`src/rtl/ps2_line_buf_pkg.sv`:
```
// Shared keyboard code constants, status bit positions and state encodings
// for the PS/2 keyboard path and its line-buffer consumer.
package ps2_line_buf_pkg;

  localparam logic [7:0] KC_BREAK    = 8'hF0;
  localparam logic [7:0] KC_CR       = 8'h0D;
  localparam logic [7:0] KC_BS       = 8'h08;
  localparam logic [7:0] KC_UNK      = 8'h23;
  localparam logic [7:0] KC_PRINT_LO = 8'h20;
  localparam logic [7:0] KC_PRINT_HI = 8'h7E;

  localparam int STAT_EMPTY = 0;
  localparam int STAT_FULL  = 1;

  typedef enum logic [1:0] {
    ST_IDLE   = 2'd0,
    ST_POP    = 2'd1,
    ST_APPLY  = 2'd2,
    ST_LOCKED = 2'd3
  } state_e;

  typedef enum logic [2:0] {
    CLS_DROP  = 3'd0,
    CLS_BREAK = 3'd1,
    CLS_BS    = 3'd2,
    CLS_CR    = 3'd3,
    CLS_PRINT = 3'd4
  } cls_e;

  // Priority classification of a popped byte; a pending break is handled by the caller.
  function automatic cls_e classify(input logic [7:0] b);
    cls_e c;
    if (b == KC_BREAK) begin
      c = CLS_BREAK;
    end else if (b == KC_UNK) begin
      c = CLS_DROP;
    end else if (b == KC_BS) begin
      c = CLS_BS;
    end else if (b == KC_CR) begin
      c = CLS_CR;
    end else if ((b >= KC_PRINT_LO) && (b <= KC_PRINT_HI)) begin
      c = CLS_PRINT;
    end else begin
      c = CLS_DROP;
    end
    return c;
  endfunction

endpackage

```
`src/rtl/ps2_line_buf_line_ram.sv`:
```
// Line character store: one synchronous write port, one registered read port
// (a same-address write and read in one cycle returns the old contents).
module line_ram #(
  parameter int LINE_LEN = 32,
  parameter int AW       = 5
) (
  input  logic          clk_i,
  input  logic          rst_i,
  input  logic          wr_en_i,
  input  logic [AW-1:0] wr_addr_i,
  input  logic [7:0]    wr_data_i,
  input  logic [AW-1:0] rd_addr_i,
  output logic [7:0]    rd_data_o
);

  logic [7:0] mem_q [LINE_LEN];
  logic [7:0] rd_q;

  // Write port; a reset cycle suppresses any in-flight write.
  always_ff @(posedge clk_i) begin
    if (wr_en_i && !rst_i) begin
      mem_q[wr_addr_i] <= wr_data_i;
    end
  end

  // Registered read port.
  always_ff @(posedge clk_i) begin
    if (rst_i) begin
      rd_q <= 8'h00;
    end else begin
      rd_q <= mem_q[rd_addr_i];
    end
  end

  assign rd_data_o = rd_q;

endmodule

```
`src/rtl/ps2_line_buf.sv`:
```
// Pops ASCII bytes from the keyboard FIFO, filters break sequences, edits a line
// with backspace and holds it for the host until acknowledged.
module ps2_line_buf
  import ps2_line_buf_pkg::*;
#(
  parameter  int LINE_LEN = 32,
  localparam int AW       = $clog2(LINE_LEN)
) (
  input  logic          clk,
  input  logic          rst,
  input  logic [31:0]   kb_status,
  input  logic [31:0]   kb_data,
  output logic          fifo_rd,
  output logic          line_ready,
  output logic [AW:0]   line_len,
  output logic          overflow,
  input  logic          line_ack,
  input  logic [AW-1:0] rd_addr,
  output logic [7:0]    rd_char
);

  localparam logic [AW:0] LEN_MAX = (AW+1)'(LINE_LEN);
  localparam logic [AW:0] LEN_ONE = {{AW{1'b0}}, 1'b1};

  state_e      state_q, state_d;
  logic [7:0]  byte_q, byte_d;
  logic        break_pend_q, break_pend_d;
  logic        line_ready_q, line_ready_d;
  logic [AW:0] line_len_q, line_len_d;
  logic        overflow_q, overflow_d;
  logic        fifo_rd_q, fifo_rd_d;
  logic        wr_en_s;
  logic        kb_empty_s;
  logic        unused_kb_bits_s;

  assign kb_empty_s       = kb_status[STAT_EMPTY];
  assign unused_kb_bits_s = ^{kb_status[31:1], kb_data[31:8]};

  // Next-state and datapath update for the pop/apply/lock sequencer.
  always_comb begin
    state_d      = state_q;
    byte_d       = byte_q;
    break_pend_d = break_pend_q;
    line_ready_d = line_ready_q;
    line_len_d   = line_len_q;
    overflow_d   = overflow_q;
    wr_en_s      = 1'b0;
    case (state_q)
      ST_IDLE: begin
        if (line_ready_q) begin
          state_d = ST_LOCKED;
        end else if (!kb_empty_s) begin
          state_d = ST_POP;
        end else begin
          state_d = ST_IDLE;
        end
      end
      ST_POP: begin
        byte_d  = kb_data[7:0];
        state_d = ST_APPLY;
      end
      ST_APPLY: begin
        state_d = ST_IDLE;
        if (break_pend_q) begin
          break_pend_d = 1'b0;
        end else begin
          case (classify(byte_q))
            CLS_BREAK: break_pend_d = 1'b1;
            CLS_BS: begin
              if (line_len_q != '0) begin
                line_len_d = line_len_q - LEN_ONE;
              end else begin
                line_len_d = line_len_q;
              end
            end
            CLS_CR: line_ready_d = 1'b1;
            CLS_PRINT: begin
              if (line_len_q < LEN_MAX) begin
                wr_en_s    = 1'b1;
                line_len_d = line_len_q + LEN_ONE;
              end else begin
                overflow_d = 1'b1;
              end
            end
            default: break_pend_d = break_pend_q;
          endcase
        end
      end
      ST_LOCKED: begin
        // Clear on ack, then leave once the cleared flag is visible.
        if (line_ack) begin
          line_ready_d = 1'b0;
          line_len_d   = '0;
          overflow_d   = 1'b0;
        end else begin
          line_ready_d = line_ready_q;
        end
        if (!line_ready_q) begin
          state_d = ST_IDLE;
        end else begin
          state_d = ST_LOCKED;
        end
      end
      default: state_d = ST_IDLE;
    endcase
    fifo_rd_d = (state_d == ST_POP);
  end

  // State and control registers with synchronous reset.
  always_ff @(posedge clk) begin
    if (rst) begin
      state_q      <= ST_IDLE;
      byte_q       <= 8'h00;
      break_pend_q <= 1'b0;
      line_ready_q <= 1'b0;
      line_len_q   <= '0;
      overflow_q   <= 1'b0;
      fifo_rd_q    <= 1'b0;
    end else begin
      state_q      <= state_d;
      byte_q       <= byte_d;
      break_pend_q <= break_pend_d;
      line_ready_q <= line_ready_d;
      line_len_q   <= line_len_d;
      overflow_q   <= overflow_d;
      fifo_rd_q    <= fifo_rd_d;
    end
  end

  line_ram #(
    .LINE_LEN(LINE_LEN),
    .AW      (AW)
  ) u_ram (
    .clk_i    (clk),
    .rst_i    (rst),
    .wr_en_i  (wr_en_s),
    .wr_addr_i(line_len_q[AW-1:0]),
    .wr_data_i(byte_q),
    .rd_addr_i(rd_addr),
    .rd_data_o(rd_char)
  );

  assign fifo_rd    = fifo_rd_q;
  assign line_ready = line_ready_q;
  assign line_len   = line_len_q;
  assign overflow   = overflow_q;

endmodule
```
`config.mk`:
```
export PLATFORM = sky130hd
export DESIGN_NAME = ps2_line_buf
export DESIGN_NICKNAME = d
export VERILOG_FILES = /design/src/rtl/ps2_line_buf_pkg.sv /design/src/rtl/ps2_line_buf_line_ram.sv /design/src/rtl/ps2_line_buf.sv
export SDC_FILE = /design/constraint.sdc
export NUM_CORES = 1
export LEC_CHECK = 0
export ABC_AREA = 1
export CORE_MARGIN = 2
export CORE_UTILIZATION = 53
export DETAILED_ROUTE_END_ITERATION = 6
export PLACE_DENSITY = 0.76
export SLEW_MARGIN = 10
export SYNTH_ARGS = -nofsm -noshare
export SYNTH_HDL_FRONTEND = slang
export SYNTH_SLANG_ARGS = --single-unit
export TNS_END_PERCENT = 5
```
`constraint.sdc`:
```
create_clock -name clk -period 2.7 [get_ports clk]
set_input_delay 0.54 -clock clk [delete_from_list [all_inputs] [get_ports clk]]
set_output_delay 0.54 -clock clk [all_outputs]
set_load 0.05 [all_outputs]
```
==> results.md <==
Finish:
- The layout has 1651 filler cells.
- At the end of the flow the core is filled with cells to 0.618.
- At the end of the flow, the number of nets in the layout was 1233.
- The area added between synthesis and finish is 14.2%.
- The library cell used most frequently in the layout, excluding fill and tap cells, is nand2_1.
- The total area of multi-input combinational cells is 0.00317 mm².
- In the layout the commonest cells are nand2_1 (350), edfxtp_1 (256), nand3_1 (194).
- The number of antenna cells inserted is 0.
- The flip-flop and latch area is 0.00825 mm².
- Of the cells placed in the final design, the portion with a size suffix greater than 1 is 0.0978.

Synth:
- In this run, distinct cell masters in the synthesized netlist total 29.
- The cell area that synthesis handed to floorplanning was 0.0119 mm².
- In the synthesized netlist, the number of instances is 1094.
- The dominant register cell in the synthesized netlist is edfxtp_1.
- The count of state elements after synthesis is 284.
- The async set-reset flop share out of synthesis is 0.
- The proportion of synthesized chip area in sequential cells is 0.693.
- For this run, the number of Yosys warnings is 0.
- The synthesized design contains 256 enable-type register cells.
- The post-synthesis net count is 1173.
- A synthesized cell averages 10.9 µm².

Worst setup path:
- Traced cell by cell, the critical path runs through clkdlybuf4s50_1.
- In this run the worst path has a maximum fanout of 9.
- The critical path depth is 1.
- For the worst flop-to-flop path, the logic depth is 12.
- The start of the worst register-to-register path is byte_q[3]$_SDFFE_PP0N_.
- The critical path capture point type is a primary output.
- For flop-to-flop paths, the worst setup slack is 0.35 ns.
- The startpoint of the worst setup timing path is line_len[3]$_SDFFE_PP0P_.
- The critical path in this run is classified as flop to primary output.
- The number of buffers and inverters on the critical path is 1.
- The critical path capture point is line_len[3].
- Data on the critical path arrives at its endpoint at 1.90 ns.
- The peak per-stage delay on the critical path is 0.87 ns.
- The data required time at the worst endpoint is 2.16 ns.
- The kind of cell with the highest combined delay on the critical path is buffers and inverters.
- The end of the worst register-to-register path is u_ram.mem_q[15][1]$_DFFE_PP_.
- The slowest cell on the critical path is clkdlybuf4s50_1.
- The nature of the critical path startpoint is a flop.

CTS:
- The number of buffers inserted to repair setup after CTS is 0.
- The CTS clock-pin slew for the worst setup and hold paths is 0.06 ns.
- TritonCTS built the clock tree.
- The total CTS buffers is 28.
- The clock net in this run drives a total of 284 sinks.
- Hold repair after CTS inserted 0 buffers.
- The clock passes through at most 3 buffers.
- For the worst-skew pair, the clock arrives at the later sink with an insertion delay of 0.54 ns.
- The clock tree root buffer cell is clkbuf_16.
- The level count of the clock H-tree is 1.
- The post-cts resize count is 0.

Floorplanning:
- The full die area is 0.0237 mm².
- The number of placed I/O pins is 89.
- The starting utilization of the core area is 0.542.
- From left edge to right edge, the die measures 154 µm.
- The number of cell rows is 54.
- The y dimension of the die is 154 µm.
- After floorplanning, the core was sized to cover 0.0220 mm².

Drt:
- The final antenna-violating net count is 0.
- In the final routed layout, each cell accounts on average for 17.7 µm.
- The detail-routed via count per cell is 5.57.
- The via count is 8108.
- The starting DRC count in detailed routing is 650.
- For this run, the detailed router's first-pass iteration total came to 5.
- The routed wire length is 25700 µm.
- The DRC violation count after routing is 0.

Hold path:
- The startpoint of the worst hold path is line_ready$_SDFFE_PP0P_.
- The classification of the worst-slack hold path is flop to flop.

STA:
- The aggregate negative setup slack is 0 ns.
- At the pin with the least slew margin, the transition time is 0.555 ns.
- For the final database, setup skew stands at 0.0213 ns.
- The worst-case hold slack is 0.495 ns.
- The total count of hold-check failures in the final report came to 0.
- The count of endpoints failing setup in the final report is 0.
- Setup repair after global routing left no endpoint under its margin.
- The number of slew-limit violations in the final report is 0.
- In the finished design, the share of the clock period the worst path needs comes to 0.904.
- For this run, the top clock speed supported by timing is 410 MHz.
- The minimum period implied by the final worst setup slack is 2.44 ns.
- In this run the tightest slew margin relative to its limit is 0.629.

Place:
- The count of input and output buffers is 33.
- Routability-driven placement finished with a final weighted congestion of 0.826.
- Detailed placement ended at an HPWL of 15400 µm.

GRT:
- Entering global routing, the biggest net connects 71 pins.
- The via count of the first global-routing pass is 7703.
- The residual overflow from global routing is 0.
- The aggregate global-route resource usage is 0.220.
- The first global-routing pass estimated 40500 µm of wire.
- The initial antenna violation count is 0.

Power and ir drop:
- The power density over the cells is 729 mW/mm².
- Across the VDD grid, the largest voltage drop is 408 µV.
- For this design the static power due to leakage is 5.12 nW.

Job:
- The max-cap violation count is 0.

Outcome:
- The run finished with clean final reports.
layout make-up:
| type | instances | area share |
|---|---|---|
| inverters | 35 | 0.00977 |
| clock inverters | 15 | 0.00617 |
| flip-flops and latches | 284 | 0.608 |
| repair buffers | 88 | 0.0588 |
| multi-input cells | 717 | 0.233 |
| well taps | 280 | 0.0258 |
| clock buffers | 37 | 0.0587 |
cell usage after synthesis (7+ instances only):
master,instances,area [µm²]
nand2_1,350,1310
nand3_1,194,971
edfxtp_1,256,7690
clkbuf_1,7,26.3
o21ai_0,17,85.1
buf_2,27,135
nand4_1,8,50.1
inv_1,32,120
a21oi_1,25,125
dfxtp_1,28,561
buf_4,14,105
nor2_1,91,342
through the flow:
stage | std cells | setup slack [ns] | total power (W) | instance area (µm²)
floorplan | 1094 | 0.00281 | 0.00592 | 11900
global placement | 1404 | 0.397 | 0.00629 | 12700
detailed placement | 1404 | 0.371 | 0.00633 | 12700
CTS | 1456 | 0.246 | 0.00993 | 13600
global route | 1456 | 0.163 | 0.0103 | 13600
finish | 1456 | 0.259 | 0.00990 | 13600
routing by layer:
layer	up-vias	wire (µm)	global-route usage
li1	3903	-	-
met1	3801	10600	0.306
met2	345	12400	0.356
met3	59	1870	0.0293
met4	0	841	0.0868
met5	-	0	0
where the power goes:
| group | switching, W | total [W] | internal [W] |
|---|---|---|---|
| Sequential | 0.0000586 | 0.00503 | 0.00497 |
| Clock | 0.00157 | 0.00365 | 0.00208 |
| Combinational | 0.000872 | 0.00122 | 0.000352 |
| Total | 0.00250 | 0.00990 | 0.00740 |
registers in the layout, summed over array words and instances, names as in the netlist:
name,cells
u_ram.mem_q,256
byte_q,8
u_ram.rd_data_o,8
line_len,6
state_q,2
break_pend_q,1
fifo_rd,1
line_ready,1
overflow,1
kinds of logic (layout without fill, tap and decap cells):
kind of cell	count (synthesis)	after routing	synth area share
simple gates	654	654	0.232
flops	284	284	0.693
buf+inv	93	175	0.0404
compound gates	56	56	0.0257
fa+ha+maj	7	7	0.00799
worst min path at each step:
stage	endpoint	slack, ns	cells after the start
2_1_floorplan	break_pend_q$_SDFFE_PP0P_	0.49	2
3_3_place_gp	overflow$_SDFFE_PP0P_	0.48	2
3_5_place_dp	overflow$_SDFFE_PP0P_	0.47	2
4_1_cts	overflow$_SDFFE_PP0P_	0.50	2
5_1_grt	fifo_rd$_SDFF_PP0_	0.52	1
6_report	fifo_rd$_SDFF_PP0_	0.49	1
(Power assumes the default switching activity.)
